## src/rtl/mult_wddl_pkg.sv

```systemverilog
// rtl/mult_wddl_pkg.sv - shared constants and state encoding for the WDDL shift-add multiplier
package mult_wddl_pkg;

    localparam int WIDTH  = 13;
    localparam int PROD_W = 2 * WIDTH;

    // 2^13-1; operand 0x1FFF is the alternate encoding of zero, folded downstream
    localparam logic [WIDTH-1:0] MOD      = 13'h1FFF;
    localparam logic [3:0]       CNT_LAST = 4'd12;

    typedef enum logic [1:0] {
        IDLE = 2'b00,
        BUSY = 2'b01,
        DONE = 2'b10
    } state_t;

endpackage

```

## src/rtl/mult_13x13_seq_wddl_if.sv

```systemverilog
// rtl/mult_13x13_seq_wddl_if.sv - operand/product handshake bundle for mult_13x13_seq_wddl
interface mult_13x13_seq_wddl_if;
    import mult_wddl_pkg::*;

    logic              in_valid;
    logic              in_ready;
    logic [WIDTH-1:0]  a;
    logic [WIDTH-1:0]  b;
    logic              out_valid;
    logic [PROD_W-1:0] naive;
    logic [PROD_W-1:0] naive_n;
    logic              busy;

    modport master (
        output in_valid, a, b,
        input  in_ready, out_valid, naive, naive_n, busy
    );

    modport slave (
        input  in_valid, a, b,
        output in_ready, out_valid, naive, naive_n, busy
    );

endinterface

```

## src/rtl/adder_26_bit_wddl.sv

```systemverilog
// rtl/adder_26_bit_wddl.sv - dual-rail 26-bit adder producing sum and complement rail
module adder_26_bit_wddl
    import mult_wddl_pkg::*;
(
    input  logic [PROD_W-1:0] A,
    input  logic [PROD_W-1:0] B,
    output logic [PROD_W:0]   C,
    output logic [PROD_W:0]   C_n
);

    assign C   = {1'b0, A} + {1'b0, B};
    assign C_n = ~C;

endmodule

```

## src/rtl/mult_13x13_seq_wddl.sv

```systemverilog
// rtl/mult_13x13_seq_wddl.sv - sequential 13x13 shift-add multiplier, dual-rail product; option MULT_PRECHARGE_EN
module mult_13x13_seq_wddl
    import mult_wddl_pkg::*;
(
    input  logic                  clk,
    input  logic                  rst,
    mult_13x13_seq_wddl_if.slave  bus
);

`ifdef MULT_PRECHARGE_EN
    localparam logic [PROD_W-1:0] ACC_N_IDLE = '0;
    localparam logic [WIDTH-1:0]  A_N_IDLE   = '0;
`else
    localparam logic [PROD_W-1:0] ACC_N_IDLE = '1;
    localparam logic [WIDTH-1:0]  A_N_IDLE   = '1;
`endif

    state_t            state;
    logic [WIDTH-1:0]  a_reg;
    logic [WIDTH-1:0]  a_reg_n;
    logic [WIDTH-1:0]  b_reg;
    logic [3:0]        cnt;
    logic [PROD_W-1:0] acc;
    logic [PROD_W-1:0] acc_n;
    logic [PROD_W-1:0] addend;
    logic [PROD_W:0]   sum;
    logic [PROD_W:0]   sum_n;
    logic              in_ready_r;
    logic              out_valid_r;
    logic              busy_r;

    // A zero addend makes the adder return acc unchanged, so acc always loads sum in BUSY
    always_comb begin
        addend = '0;
        if (b_reg[cnt])
            addend = {{WIDTH{1'b0}}, a_reg} << cnt;
    end

    adder_26_bit_wddl u_adder (
        .A   (acc),
        .B   (addend),
        .C   (sum),
        .C_n (sum_n)
    );

    always_ff @(posedge clk) begin
        if (rst) begin
            state       <= IDLE;
            in_ready_r  <= 1'b1;
            out_valid_r <= 1'b0;
            busy_r      <= 1'b0;
            cnt         <= '0;
            acc         <= '0;
            acc_n       <= ACC_N_IDLE;
            a_reg       <= '0;
            a_reg_n     <= A_N_IDLE;
            b_reg       <= '0;
        end else begin
            case (state)
                IDLE: begin
                    if (bus.in_valid) begin
                        a_reg      <= bus.a;
                        a_reg_n    <= ~bus.a;
                        b_reg      <= bus.b;
                        acc        <= '0;
                        acc_n      <= '1;
                        cnt        <= '0;
                        in_ready_r <= 1'b0;
                        busy_r     <= 1'b1;
                        state      <= BUSY;
                    end
                end
                BUSY: begin
                    acc   <= sum[PROD_W-1:0];
                    acc_n <= sum_n[PROD_W-1:0];
                    if (cnt == CNT_LAST) begin
                        out_valid_r <= 1'b1;
                        state       <= DONE;
                    end else begin
                        cnt <= cnt + 4'd1;
                    end
                end
                DONE: begin
                    out_valid_r <= 1'b0;
                    busy_r      <= 1'b0;
                    in_ready_r  <= 1'b1;
                    state       <= IDLE;
`ifdef MULT_PRECHARGE_EN
                    acc         <= '0;
                    acc_n       <= '0;
`endif
                end
                default: begin
                    out_valid_r <= 1'b0;
                    busy_r      <= 1'b0;
                    in_ready_r  <= 1'b1;
                    state       <= IDLE;
                end
            endcase
        end
    end

    assign bus.in_ready  = in_ready_r;
    assign bus.out_valid = out_valid_r;
    assign bus.busy      = busy_r;

`ifdef MULT_PRECHARGE_EN
    // Both rails sit at 0 outside DONE; gated by the registered out_valid
    assign bus.naive   = out_valid_r ? acc   : '0;
    assign bus.naive_n = out_valid_r ? acc_n : '0;
`else
    assign bus.naive   = acc;
    assign bus.naive_n = acc_n;
`endif

    a_carry_clear: assert property (@(posedge clk) disable iff (rst)
        (state != BUSY) || !sum[PROD_W]);
    a_sum_rails: assert property (@(posedge clk) disable iff (rst)
        sum_n == ~sum);
    a_operand_rails: assert property (@(posedge clk) disable iff (rst)
        (state != BUSY) || (a_reg_n == ~a_reg));

endmodule

```

## src/flat_wrapper.sv

```systemverilog
// flat-port wrapper written by rule: the top's interface ports become plain ports
module mult_13x13_seq_wddl_flat import mult_wddl_pkg::*;
  (clk, rst, bus_in_valid, bus_a, bus_b, bus_in_ready, bus_out_valid, bus_naive, bus_naive_n, bus_busy);
  mult_13x13_seq_wddl_if bus_i ();
  input  logic clk;
  input  logic rst;
  input wire logic [$bits(bus_i.in_valid)-1:0] bus_in_valid;
  input wire logic [$bits(bus_i.a)-1:0] bus_a;
  input wire logic [$bits(bus_i.b)-1:0] bus_b;
  output wire logic [$bits(bus_i.in_ready)-1:0] bus_in_ready;
  output wire logic [$bits(bus_i.out_valid)-1:0] bus_out_valid;
  output wire logic [$bits(bus_i.naive)-1:0] bus_naive;
  output wire logic [$bits(bus_i.naive_n)-1:0] bus_naive_n;
  output wire logic [$bits(bus_i.busy)-1:0] bus_busy;
  assign bus_i.in_valid = bus_in_valid;
  assign bus_i.a = bus_a;
  assign bus_i.b = bus_b;
  assign bus_in_ready = bus_i.in_ready;
  assign bus_out_valid = bus_i.out_valid;
  assign bus_naive = bus_i.naive;
  assign bus_naive_n = bus_i.naive_n;
  assign bus_busy = bus_i.busy;
  mult_13x13_seq_wddl u_core (.clk(clk), .rst(rst), .bus(bus_i));
endmodule
```

## config.mk

```make
export PLATFORM = sky130hd
export DESIGN_NAME = mult_13x13_seq_wddl_flat
export DESIGN_NICKNAME = d
export VERILOG_FILES = /design/src/rtl/mult_wddl_pkg.sv /design/src/rtl/mult_13x13_seq_wddl_if.sv /design/src/rtl/adder_26_bit_wddl.sv /design/src/rtl/mult_13x13_seq_wddl.sv /design/src/flat_wrapper.sv
export SDC_FILE = /design/constraint.sdc
export NUM_CORES = 1
export LEC_CHECK = 0
export BUFFER_PORTS_ARGS = -buffer_cell sky130_fd_sc_hd__buf_2
export CORE_ASPECT_RATIO = 0.6
export CORE_MARGIN = 1.5
export CORE_UTILIZATION = 35
export DETAILED_ROUTE_END_ITERATION = 8
export PLACE_DENSITY = 0.53
export SYNTH_ARGS = -nofsm -noshare
export SYNTH_HDL_FRONTEND = slang
export SYNTH_SLANG_ARGS = --single-unit
export TNS_END_PERCENT = 30
```

## constraint.sdc

```tcl
create_clock -name clk -period 3.25 [get_ports clk]
set_input_delay 0.4875 -clock clk [delete_from_list [all_inputs] [get_ports clk]]
set_output_delay 0.4875 -clock clk [all_outputs]
set_load 0.02 [all_outputs]
```

* Yosys cells after proc, flatten, opt, wreduce, memory -nomap -nowiden
Cells that the tools add are included.
** Cells by class
- Add/sub/neg operators :: 2
- $lt $le $gt $ge :: 1
- Eq/ne operators :: 5
- Shift-type cells :: 1
- Muxes and demuxes :: 19
- Bitwise gates (word level) :: 3
- Reduce and logical (&&, ||, !) cells :: 8
** Operators by type and width (number)
- 26-bit one-hot mux with 2 select lines :: 2
- 26-bit two-way mux :: 3
- 26-bit adder :: 1
- 26-bit NOT :: 1
- 13-bit by 4-bit left shift with 26-bit output :: 1
- 2-bit AND reduction :: 5
- 4-bit two-way mux :: 2
- 4-bit one-hot mux with 2 select lines :: 1
- 1-bit one-hot mux with 2 select lines :: 3
- 4-bit by 5-bit < comparator with 1-bit output (second input constant) :: 1
- 4-bit by 1-bit adder with 4-bit output (second input constant) :: 1
- 1-bit binary-select mux with 4-bit select :: 1
- 4-bit equality test (second input constant) :: 1
- 1-bit two-way mux :: 4
- 2-bit two-way mux :: 2
- 2-bit inequality test (second input constant) :: 2
- 2-bit one-hot mux with 2 select lines :: 1
- 3-bit AND reduction :: 1
- 2-bit by 1-bit equality test with 1-bit output (second input constant) :: 1
- 2-bit logical NOT :: 1
- 2-bit by 1-bit inequality test with 1-bit output (second input constant) :: 1
- 1-bit NOT :: 2
- 2-bit nonzero test :: 1
** Storage, ports and cells
- Flip-flop bits (word level) :: 87
- Logic and storage cells :: 48

* Depth between registers and ports, before layout
Gate-level depths: netlist (run 1).
- Word-level depth :: 6
- Gate-level depth with buffers :: 18
- Mapped depth without buffers :: 15

* Cells and area by module
A second synthesis (run 1) with hierarchy kept.
** Second synthesis, totals
- Cells, all modules :: 592
- Area, all modules :: 5491.5 um^2
** By module, submodules not included
- mult_13x13_seq_wddl :: instances 1, cells an instance 348, area an instance 3809.9 um^2, seq. area each 1741.7 um^2
- adder_26_bit_wddl :: instances 1, cells an instance 244, area an instance 1681.6 um^2, seq. area each 0.0 um^2

* Worst setup path after synthesis (run 1)
No wires, ideal clock.
- Kind :: register -> register
- From :: register u_core.cnt[0]
- To :: register u_core.acc_n[25], in the netlist u_core.bus.naive_n[25]
- Setup time :: 0.120 ns
- Data arrival time :: 3.303 ns
- Path slack :: -0.173 ns
- Cell stages (with the launch flop) :: 16
- Path buffers :: 2
- Period minus slack after synthesis :: 3.423 ns
- Cells stage by stage :: dfxtp_1 buf_4 mux4_2 mux2i_1 or2_1 and2_1 buf_2 a211oi_1 ha_1 a21oi_1 o21ai_0 a2111oi_0 nor3_1 a21o_1 mux2i_1 a211o_1
** Between the ends
- Cells in the longest elaborated chain, start to end :: 6
- Elaborated cells between the ends (all ways) :: 7
** RTL lines
- start, declared :: RTL line mult_13x13_seq_wddl.sv:22 : logic [3:0] cnt;
- start signal, assigned :: RTL line mult_13x13_seq_wddl.sv:80 : cnt <= cnt + 4'd1;
- 1-bit binary-select mux with 4-bit select :: RTL line mult_13x13_seq_wddl.sv:35 : if (b_reg[cnt])
- 1-bit two-way mux (implied by the code) :: RTL line mult_13x13_seq_wddl.sv:35
- 26-bit two-way mux (*) :: RTL line mult_13x13_seq_wddl.sv:35
- 26-bit adder (*) :: RTL line adder_26_bit_wddl.sv:11 : assign C = {1'b0, A} + {1'b0, B};
- 26-bit NOT (*) :: RTL line adder_26_bit_wddl.sv:12 : assign C_n = ~C;
- 26-bit one-hot mux with 2 select lines (*) :: RTL line mult_13x13_seq_wddl.sv:59 : case (state)
- end signal, assigned :: RTL line mult_13x13_seq_wddl.sv:75 : acc_n <= sum_n[PROD_W-1:0];
- end, declared :: RTL line mult_13x13_seq_wddl.sv:24 : logic [PROD_W-1:0] acc_n;
Mark *: on every way between the ends. The rest lies on a longest branch, timed or not. The select of a mux whose other input is x is not followed.
A chain may end at the register's enable or synchronous reset.

* Final worst setup path (run 1)
- From :: register u_core.cnt[0]
- To :: register u_core.acc[23], in the netlist u_core.bus.naive[23]
** Between the ends
- Cells in the longest elaborated chain, start to end :: 5
- Elaborated cells between the ends (all ways) :: 6
** RTL lines
- 1-bit binary-select mux with 4-bit select :: RTL line mult_13x13_seq_wddl.sv:35
- 1-bit two-way mux (implied by the code) :: RTL line mult_13x13_seq_wddl.sv:35
- 26-bit two-way mux (*) :: RTL line mult_13x13_seq_wddl.sv:35
- 26-bit adder (*) :: RTL line adder_26_bit_wddl.sv:11
- 26-bit one-hot mux with 2 select lines (*) :: RTL line mult_13x13_seq_wddl.sv:59
- end signal, assigned :: RTL line mult_13x13_seq_wddl.sv:74 : acc <= sum[PROD_W-1:0];
- end, declared :: RTL line mult_13x13_seq_wddl.sv:23 : logic [PROD_W-1:0] acc;
Marks and branches as above.

==> metrics.yaml, run 1 <==
run_status:
  outcome: "complete, but fails checks"
  failed_checks: "setup timing"
floorplan:
  die-area_mm2: 0.0150
  ios: 84
  start_util: 0.362
  die_h_um: 95.4
  placement_rows: 33
  die_w_um: 157
  coreArea_mm2: 0.0137
worst_setup_path:
  r2r-end: "u_core.bus.naive[23]"
  crit_path_cell_trace: "mux4_2 > mux2i_4 > or2_4 > and2_4 > nor2_1 > ha_1 > buf_6 > nand2_2 > nor2_2 > o41ai_2 > o31ai_4 > buf_12 > a31o_1 > xor2_1 > a22o_1"
  crit_required_ns: 3.48
  slowest_delay_ns: 0.55
  critPathArrivalTime_ns: 3.77
  path_max_fanout: 5
  r2r-start: "u_core.cnt[0]"
  setup.worst_path.end_class: "flip-flop"
  path_class: "reg -> reg"
  startpoint_type: "flip-flop"
  r2r_slack_ns: -0.29
  path_buf_inv: 2
  crit_path_top_delay_cell: "mux4_2"
  r2r_cells: 15
  critPathTopFamily: "compound AO/OA/AOI/OAI gates"
clock_tree:
  clock_latency_ns: 0.35
  cts_buffers: 9
  clock_sink_count: 87
  ctsHoldBuffers: 0
  tritoncts: "built"
  cts_root_buffer: "clkbuf_16"
  clk_path_buf_depth: 2
  htree_levels: 3
  clkTransAtPathRegs_ns: 0.07
sta:
  timing.final.max_slew_violations: 0
  rsz0062_at_grt: "yes"
  min_period_ns: 3.54
  worstMarginPinSlew_ns: 0.892
  finalHoldViolCount: 0
  finalWorstSetupSlack_ns: -0.286
  period_share: 1.09
  skew_ns: 0.0107
  relSlewSlack: 0.403
  finalSetupViolCount: 34
  fmax_mhz: 283
  setup_tns_ns: -3.79
finish:
  design_area_mm2: 0.00746
  multi_input_area_mm2: 0.00366
  final_cell_mix: "buf_4, dfxtp_1, buf_2, nor2_1, nand2_1"
  antennaDiodeCount: 0
  syn2layout_area_growth_pct: 49.9
  mostFrequentLayoutCell: "buf_4"
  nNetsFinal: 843
  drive_above_1_share: 0.439
  fill_cells: 1252
  regArea_mm2: 0.00175
grt:
  grt.overflow.total: 0
  grt_pass1_vias: 4887
  antenna_found_initial: 0
  grt_max_degree: 35
  grt_pass1_wl_mm: 26.5
  gr-usage-all-layers: 0.233
power_and_ir_drop:
  powerDensity_mw_per_mm2: 332
  vdd_drop_max_mv: 0.183
  leakage_uw: 0.00324
placement:
  portBuffers: 83
  dpl_cell_area_mm2: 0.00635
  dp_slack_ns: -0.807
  dp_hpwl_mm: 12.7
  gp_congestion: 0.944
logic_synthesis:
  yosys.area.top_type: "dfxtp_1"
  synth_warnings: 0
  synth_cell_types: 61
  synth_top_area_frac: 0.350
  synth_edf_count: 0
  syn_area_per_cell_um2: 8.46
  syn_inst: 588
  synth-seq-cells: 87
  syn-cell-area_mm2: 0.00498
  synth-seq-area-share: 0.350
  synth_async_sr_flop_share: 0
  syn_nets: 645
  synthTopCellsByArea: "dfxtp_1, ha_1, a22o_1"
  yosys_most_used_dff: "dfxtp_1"
detailed_routing:
  drc_errors: 0
  vias_per_cell: 5.28
  first_pass_iters: 5
  vias: 5194
  drt-initial-drc-count: 336
  routed_wl_mm: 17.6
  drt-wirelength-per-cell_um: 17.9
  drtAntennaViolNets: 0
min_path:
  hold_path_class: "in -> reg"
  min_path_cells: 2
  min_from: "bus_b[1]"
  min_delay_worst_endpoint: "u_core.b_reg[1]"
run:
  drv_cap: 0
## report_power, final
group          internal, µW  switching, µW  leakage, µW
logic                   160            185      0.00240
registers              1090           22.2     0.000709
clock network           546            468     0.000129
total                  1800            676      0.00324
## layer usage
| metal | up-vias | track usage | part of all wire |
|---|---|---|---|
| met5 | - | 0 | 0 |
| met4 | 0 | 0.0500 | 0.0095 |
| met3 | 17 | 0.0405 | 0.058 |
| met2 | 166 | 0.331 | 0.41 |
| met1 | 2492 | 0.358 | 0.52 |
| li1 | 2519 | - | - |
## through the flow
stage               instances  total power, µW  utilization  hold slack [ns]
floorplan                 588             1290            -            0.444
global placement          945             1420        0.462            0.436
detailed placement        945             1430        0.462            0.440
CTS                       975             2460        0.508            0.340
global route              983             2570        0.543            0.342
finish                    983             2480        0.543            0.348
## what timing repair did
action | 4_1_cts | 5_1_grt
gates cloned | 1 | 0
endpoints found under the hold margin | 0 | 0
gates resized for setup | 58 | 88
endpoints found under the setup margin | 38 | 42
pin swaps | 36 | 34
setup buffers | 16 | 9
## cells in the mapped netlist (2+ instances only)
master	count
nor4_1	2
a22oi_1	5
or2_2	4
nor2b_1	6
o21a_1	4
nand4_1	6
a21o_1	12
and3_1	3
mux2i_1	14
o21ai_0	26
clkbuf_1	21
inv_1	10
dfxtp_1	87
mux4_2	3
nor2_1	79
o22ai_1	2
a31oi_2	2
a211oi_1	6
mux2_2	6
or3_1	2
a22o_1	37
nand2_1	55
nand2b_1	14
and2_1	8
a21oi_1	56
or2_1	3
buf_4	3
ha_1	27
nand3_1	5
a21oi_2	2
nor3_1	10
buf_2	3
xor2_1	11
o21bai_1	6
xnor2_1	14
o31a_1	3
a31oi_1	6
o22a_1	2
## worst max-delay path by stage
stage	startpoint	end	slack, ns	cells after the start
global placement	u_core.cnt[0]	u_core.bus.naive_n[25]	-0.85	15
floorplan	u_core.cnt[0]	u_core.bus.naive_n[25]	-0.007	15
finish	u_core.cnt[0]	u_core.bus.naive[23]	-0.29	15
global route	u_core.cnt[0]	u_core.bus.naive[23]	-0.39	15
detailed placement	u_core.cnt[0]	u_core.bus.naive_n[25]	-0.81	15
CTS	u_core.cnt[0]	u_core.bus.naive_n[25]	-0.20	14
## logic make-up after synthesis
logic type,after synthesis,share of synthesized area
adder cells (fa/ha/maj),28,0.0719
AND/OR/NAND/NOR,199,0.180
XOR/XNOR,25,0.0440
buffers and inverters,41,0.0377
multiplexers,23,0.0553
AO/OA/AOI/OAI,185,0.261
flip-flops,87,0.350
## cell type report
| cell class | count | share of cell area |
|---|---|---|
| timing repair buffer | 216 | 0.198 |
| tap | 192 | 0.0322 |
| sequential | 87 | 0.234 |
| clock inverter | 5 | 0.00537 |
| inverter | 11 | 0.00587 |
| multi-input combinational | 461 | 0.491 |
| clock buffer | 11 | 0.0325 |
(Power assumes the default switching activity.)
==> run 2, diff against run 1 <==
--- a/config.mk
+++ b/config.mk
@@ -5,7 +5,7 @@
 export SDC_FILE = /design/constraint.sdc
 export NUM_CORES = 1
 export LEC_CHECK = 0
-export BUFFER_PORTS_ARGS = -buffer_cell sky130_fd_sc_hd__buf_2
+export BUFFER_PORTS_ARGS = -buffer_cell sky130_fd_sc_hd__buf_4
 export CORE_ASPECT_RATIO = 0.6
 export CORE_MARGIN = 1.5
 export CORE_UTILIZATION = 35
@@ -14,4 +14,4 @@
 export SYNTH_ARGS = -nofsm -noshare
 export SYNTH_HDL_FRONTEND = slang
 export SYNTH_SLANG_ARGS = --single-unit
-export TNS_END_PERCENT = 30
+export TNS_END_PERCENT = 20
==> run 2 against run 1 <==
Against the previous run: the run still ends with setup timing left; largest cell class unchanged; die area stayed put; worst hold slack lost 0.0056 ns; fmax rose by 0.57%; design area rose by 1.8%; critical path type unchanged; sequential share of layout area decreased by 0.41 points; count of clock-buffer cells in the layout decreased by 2; highest routed layer unchanged; sequential power about the same; combinational power is 2% lower.
==> metrics.yaml, run 2 (synthesis results as in run 1) <==
power_and_ir_drop:
  p_clk_frac: 0.434  # +0.024
  vdd_drop_max_mv: 0.260  # +42%
  seqPwrFrac: 0.435  # -0.016
  powerDensity_mw_per_mm2: 338  # +1.8%
  intPower_uw: 1870  # +4.0%
  p_sw_uw: 694  # +2.6%
  leakage_uw: 0.00328  # +1.2%
  switching_share: 0.271  # -0.00256
  power_frac_comb: 0.132  # -0.008
clock_tree:
  cts_root_buffer: "clkbuf_16"
  clkTransAtPathRegs_ns: 0.07  # about the same
  clock_latency_ns: 0.35  # about the same
  cts_buffers: 9  # unchanged
  clock_sink_count: 87  # unchanged
  htree_levels: 3  # unchanged
  ctsHoldBuffers: 0  # unchanged
  clk_path_buf_depth: 2  # unchanged
  tritoncts: "built"
sta:
  skew_ns: 0.00876  # -0.00191 ns
  fmax_mhz: 284  # +0.57%
  finalWorstSetupSlack_ns: -0.266  # +0.0201 ns
  finalHoldViolCount: 0  # unchanged
  period_share: 1.08  # -0.00619
  finalSetupViolCount: 26  # -24%
  min_period_ns: 3.52  # -0.0201 ns
  fin_hold_ws_ns: 0.343  # -0.00560 ns
  rsz0062_at_grt: "yes"
  timing.final.max_slew_violations: 0  # unchanged
  worstMarginPinSlew_ns: 0.757  # -0.136 ns
  relSlewSlack: 0.496  # +0.0928
run:
  drv_cap: 0  # unchanged
detailed_routing:
  routed_wl_mm: 17.5  # -0.27%
  route.met2.wl_mm: 6.84  # -6.0%
  drc_errors: 0  # unchanged
  wirelength_met1_mm: 9.62  # +5.4%
  vias: 5145  # -0.94%
  first_pass_iters: 5  # unchanged
  top_layer: "met4"
  drtAntennaViolNets: 0  # unchanged
  drt-initial-drc-count: 330  # -1.8%
  wl_met3_um: 941  # -7.4%
  vias_per_cell: 5.23  # -1.0%
  drt-wirelength-per-cell_um: 17.8  # -0.37%
finish:
  antennaDiodeCount: 0  # unchanged
  final_cell_mix: "buf_4, dfxtp_1, nor2_1, nand2_1, a21oi_1"
  nNetsFinal: 844  # +0.12%
  syn2layout_area_growth_pct: 52.6
  mostFrequentLayoutCell: "buf_4"
  drive_above_1_share: 0.427  # -0.0119
worst_setup_path:
  startpoint_type: "flip-flop"
  r2r-start: "u_core.cnt[0]"
  r2r_cells: 14  # -1
  r2r_slack_ns: -0.27  # +0.02 ns
  setup.worst_path.end_class: "flip-flop"
  critPathArrivalTime_ns: 3.76  # about the same
  r2r-end: "u_core.bus.naive_n[18]"
  path_max_fanout: 4  # -1
  path_class: "reg -> reg"
  crit_required_ns: 3.49  # about the same
grt:
  antenna_found_initial: 0  # unchanged
  grt_max_degree: 36  # +2.9%
  grt.overflow.total: 0  # unchanged
  grt_pass1_wl_mm: 26.9  # +1.5%
  grt_pass1_vias: 4893  # +0.12%
  gr-usage-all-layers: 0.237  # +0.00465
floorplan:
  die-area_mm2: 0.0150  # unchanged
  placement_rows: 33  # unchanged
  start_util: 0.362  # unchanged
  ios: 84  # unchanged
  die_w_um: 157  # unchanged
  die_h_um: 95.4  # unchanged
  coreArea_mm2: 0.0137  # unchanged
min_path:
  min_delay_worst_endpoint: "u_core.b_reg[1]"
  min_from: "bus_b[1]"
  min_path_cells: 2  # unchanged
  hold_path_class: "in -> reg"
run_status:
  outcome: "complete, but fails checks"
  failed_checks: "setup timing"
placement:
  gp_congestion: 0.941  # -0.33%
  dp_hpwl_mm: 12.9  # +1.8%
  dp_slack_ns: -0.597  # +0.210 ns
  portBuffers: 83  # unchanged
## run 2: cell type report
| cell class | count | area (µm²) |
|---|---|---|
| well taps | 192 | 240 |
| inverters | 11 | 42.5 |
| repair buffers | 218 | 1680 |
| fillers | 1255 | 6160 |
| clock buffers | 9 | 225 |
| clock inverters | 7 | 86.3 |
| multi-input cells | 460 | 3570 |
| flip-flops and latches | 87 | 1750 |
## run 2: through the flow
stage | instance area [µm²] | utilization | std cells | power [µW] | setup TNS (ns)
global placement | 6570 | 0.477 | 948 | 1430 | -12.41
CTS | 7340 | 0.534 | 981 | 2570 | -2.71
floorplan | 4990 | - | 588 | 1290 | -0.00750
finish | 7590 | 0.552 | 984 | 2560 | -3.19
global route | 7590 | 0.552 | 984 | 2660 | -8.44
detailed placement | 6570 | 0.477 | 948 | 1440 | -11.70
## run 2: what timing repair did
action,CTS,global route
endpoints found under the setup margin,39,37
pin swaps,48,35
resized for setup,74,46
buffers inserted,19,3
## run 2: critical path, stage by stage (launching register included)
cell and delay, ns:
dfxtp_4 0.37, mux4_2 0.37, mux2i_4 0.08, or3_4 0.42, buf_6 0.14, nor2_4 0.11
ha_4 0.23, o211ai_1 0.33, a21oi_4 0.10, o2111a_1 0.31, o21a_1 0.23, a31oi_2 0.24
mux2i_2 0.29, buf_4 0.16, nor2_2 0.03
## run 2: power groups by stage
| stage | Clock (µW) | Combinational, µW | Sequential, µW |
|---|---|---|---|
| 2_1_floorplan | 0 | 152 | 1140 |
| 3_3_place_gp | 0 | 295 | 1140 |
| 3_5_place_dp | 0 | 296 | 1140 |
| 4_1_cts | 1140 | 321 | 1110 |
| 5_1_grt | 1180 | 364 | 1120 |
| 6_report | 1110 | 338 | 1110 |
## run 2: layer usage
layer	vias up	GRT usage
met3	13	0.0450
met5	-	0
met4	0	0.0437
met2	151	0.335
li1	2520	-
met1	2461	0.368
## run 2: how the worst max path moves through the flow
stage,from,endpoint,cells after the start
floorplan,u_core.cnt[0],u_core.bus.naive_n[25],15
global placement,u_core.cnt[0],u_core.bus.naive_n[25],16
detailed placement,u_core.cnt[0],u_core.bus.naive_n[25],16
CTS,u_core.cnt[0],u_core.bus.naive[24],14
global route,u_core.cnt[0],u_core.bus.naive_n[18],14
finish,u_core.cnt[0],u_core.bus.naive_n[18],14
==> run 3, diff against run 2 <==
--- a/config.mk
+++ b/config.mk
@@ -11,6 +11,7 @@
 export CORE_UTILIZATION = 35
 export DETAILED_ROUTE_END_ITERATION = 8
 export PLACE_DENSITY = 0.53
+export SETUP_SLACK_MARGIN = 0.3
 export SYNTH_ARGS = -nofsm -noshare
 export SYNTH_HDL_FRONTEND = slang
 export SYNTH_SLANG_ARGS = --single-unit
==> run 3 against run 2 <==
Against the previous run: the run still ends with setup timing left; global-route usage down 0.60 points; flip-flop and latch count unchanged; largest cell class unchanged; combinational power about the same; critical endpoint is now u_core.bus.naive[21].
==> metrics.yaml, run 3 (synthesis results as in run 1) <==
run_status:
  outcome: "complete, but fails checks"
  failed_checks: "setup timing"
worst_setup_path:
  r2r-start: "u_core.cnt[0]"
  startpoint_type: "flip-flop"
  path_class: "reg -> reg"
  critPathTopFamily: "compound AO/OA/AOI/OAI gates"
  slowest_delay_ns: 0.54  # +0.12 ns
  setup.worst_path.end_class: "flip-flop"
  critPathArrivalTime_ns: 3.71  # -0.05 ns
  path_max_fanout: 5  # +1
  crit_required_ns: 3.49  # about the same
  path_buf_inv: 2  # unchanged
  crit_path_cell_trace: "mux4_2 > mux2i_4 > or2_1 > and2_4 > buf_8 > nor2_4 > ha_4 > a21oi_2 > o21ai_4 > a211oi_4 > o311ai_4 > a21o_1 > xor2_1 > buf_4 > a22o_1"
  crit_path_top_delay_cell: "mux4_2"
  crit_start: "u_core.cnt[0]"
finish:
  syn2layout_area_growth_pct: 53.8
  drive_above_1_share: 0.423  # -0.00364
  mostFrequentLayoutCell: "buf_4"
  final_cell_mix: "buf_4, dfxtp_1, nor2_1, nand2_1, a21oi_1"
  fill_cells: 1251  # -0.32%
  antennaDiodeCount: 0  # unchanged
  nNetsFinal: 839  # -0.59%
detailed_routing:
  vias: 5095  # -0.97%
  routed_wl_mm: 16.9  # -3.6%
  first_pass_iters: 5  # unchanged
  vias_per_cell: 5.20  # -0.47%
  drt-initial-drc-count: 314  # -4.8%
  drtAntennaViolNets: 0  # unchanged
  drt-wirelength-per-cell_um: 17.3  # -3.1%
  drc_errors: 0  # unchanged
sta:
  finalWorstSetupSlack_ns: -0.223  # +0.0423 ns
  min_period_ns: 3.47  # -0.0423 ns
  period_share: 1.07  # -0.0130
  timing.final.max_slew_violations: 0  # unchanged
  relSlewSlack: 0.458  # -0.0381
  finalSetupViolCount: 27  # +3.8%
  skew_ns: 0.0133  # +0.00454 ns
  fin_hold_ws_ns: 0.354  # +0.0113 ns
  fmax_mhz: 288  # +1.2%
  rsz0062_at_grt: "yes"
  worstMarginPinSlew_ns: 0.814  # +0.0571 ns
  finalHoldViolCount: 0  # unchanged
power_and_ir_drop:
  powerDensity_mw_per_mm2: 333  # -1.3%
  vdd_drop_max_mv: 0.271  # +4.4%
  leakage_uw: 0.00330  # +0.58%
floorplan:
  coreArea_mm2: 0.0137  # unchanged
  die_w_um: 157  # unchanged
  die-area_mm2: 0.0150  # unchanged
  start_util: 0.362  # unchanged
  placement_rows: 33  # unchanged
  die_h_um: 95.4  # unchanged
  ios: 84  # unchanged
clock_tree:
  cts_root_buffer: "clkbuf_16"
  clk_path_buf_depth: 2  # unchanged
  htree_levels: 3  # unchanged
  clkTransAtPathRegs_ns: 0.07  # about the same
  tritoncts: "built"
  ctsHoldBuffers: 0  # unchanged
  clock_sink_count: 87  # unchanged
  cts_buffers: 9  # unchanged
  clock_latency_ns: 0.35  # about the same
grt:
  grt_pass1_wl_mm: 26.6  # -1.3%
  grt.overflow.total: 0  # unchanged
  gr-usage-all-layers: 0.231  # -0.00597
  antenna_found_initial: 0  # unchanged
  grt_pass1_vias: 4905  # +0.25%
  grt_max_degree: 36  # unchanged
min_path:
  min_from: "bus_b[2]"
  hold_path_class: "in -> reg"
run:
  drv_cap: 0  # unchanged
placement:
  gp_congestion: 0.831  # -12%
  dp_hpwl_mm: 12.5  # -3.6%
  portBuffers: 83  # unchanged
  dp_slack_ns: -0.693  # -0.0958 ns
-- run 3: cell types whose count changed in the layout (fill, tap and decap cells not counted), sizes merged --
| cell | before | now |
|---|---|---|
| buf | 218 | 213 |
| inv | 15 | 13 |
| clkbuf | 9 | 10 |
| clkinv | 1 | 2 |
-- run 3: area by class of cell --
cell class	count	area, µm²	share of cell area
flip-flops and latches	87	1750	0.229
clock inverters	6	75.1	0.00981
clock buffers	10	239	0.0312
inverters	11	42.5	0.00556
well taps	192	240	0.0314
repair buffers	213	1650	0.216
multi-input cells	460	3650	0.477
-- run 3: worst paths after layout --
| check | endpoint | slack (ns) | cells after the start |
|---|---|---|---|
| setup / recovery | u_core.bus.naive[21] | -0.22 | 15 |
| hold / removal | u_core.b_reg[2] | 0.35 | 2 |
| hold reg to reg | u_core.bus.busy | 0.45 | 1 |
| setup reg to reg | u_core.bus.naive[21] | -0.22 | 15 |
-- run 3: metal layers --
| metal | wire, µm | part of all wire | GRT usage |
|---|---|---|---|
| met5 | 0 | 0 | 0 |
| met4 | 155 | 0.0092 | 0.0460 |
| met3 | 741 | 0.044 | 0.0359 |
| met2 | 6900 | 0.41 | 0.324 |
| met1 | 9100 | 0.54 | 0.364 |
-- run 3: metrics by stage --
| step | std cells | util | TNS (ns) | cell area [µm²] | power (µW) |
|---|---|---|---|---|---|
| final | 979 | 0.557 | -2.61 | 7650 | 2550 |
| after CTS | 974 | 0.535 | -1.81 | 7350 | 2560 |
| after global routing | 979 | 0.557 | -7.55 | 7650 | 2650 |
| after detailed placement | 943 | 0.478 | -8.39 | 6570 | 1440 |
| after floorplan | 588 | - | 0 | 5020 | 1290 |
| after global placement | 943 | 0.478 | -7.63 | 6570 | 1440 |
-- run 3: repair_timing --
| item | 4_1_cts | 5_1_grt |
|---|---|---|
| pin swaps | 46 | 21 |
| gates resized for setup | 75 | 41 |
| cloned | 1 | 0 |
| setup buffers | 14 | 5 |
| endpoints found under the setup margin | 41 | 44 |
-- run 3: worst reg2reg max path, delay by kind of cell (launching register included) --
family / cells / cell delay [ns]
XOR/XNOR: 1 / 0.17
AO/OA/AOI/OAI: 6 / 1.14
adder cells (fa/ha/maj): 1 / 0.26
flip-flops: 1 / 0.39
multiplexers: 2 / 0.76
buffers and inverters: 2 / 0.28
AND/OR/NAND/NOR: 3 / 0.38
-- run 3: where the power goes --
| part | switching (µW) | internal [µW] | total [µW] |
|---|---|---|---|
| Combinational | 175 | 162 | 337 |
| Sequential | 23.3 | 1090 | 1120 |
| Clock | 470 | 630 | 1100 |
| Total | 668 | 1880 | 2550 |
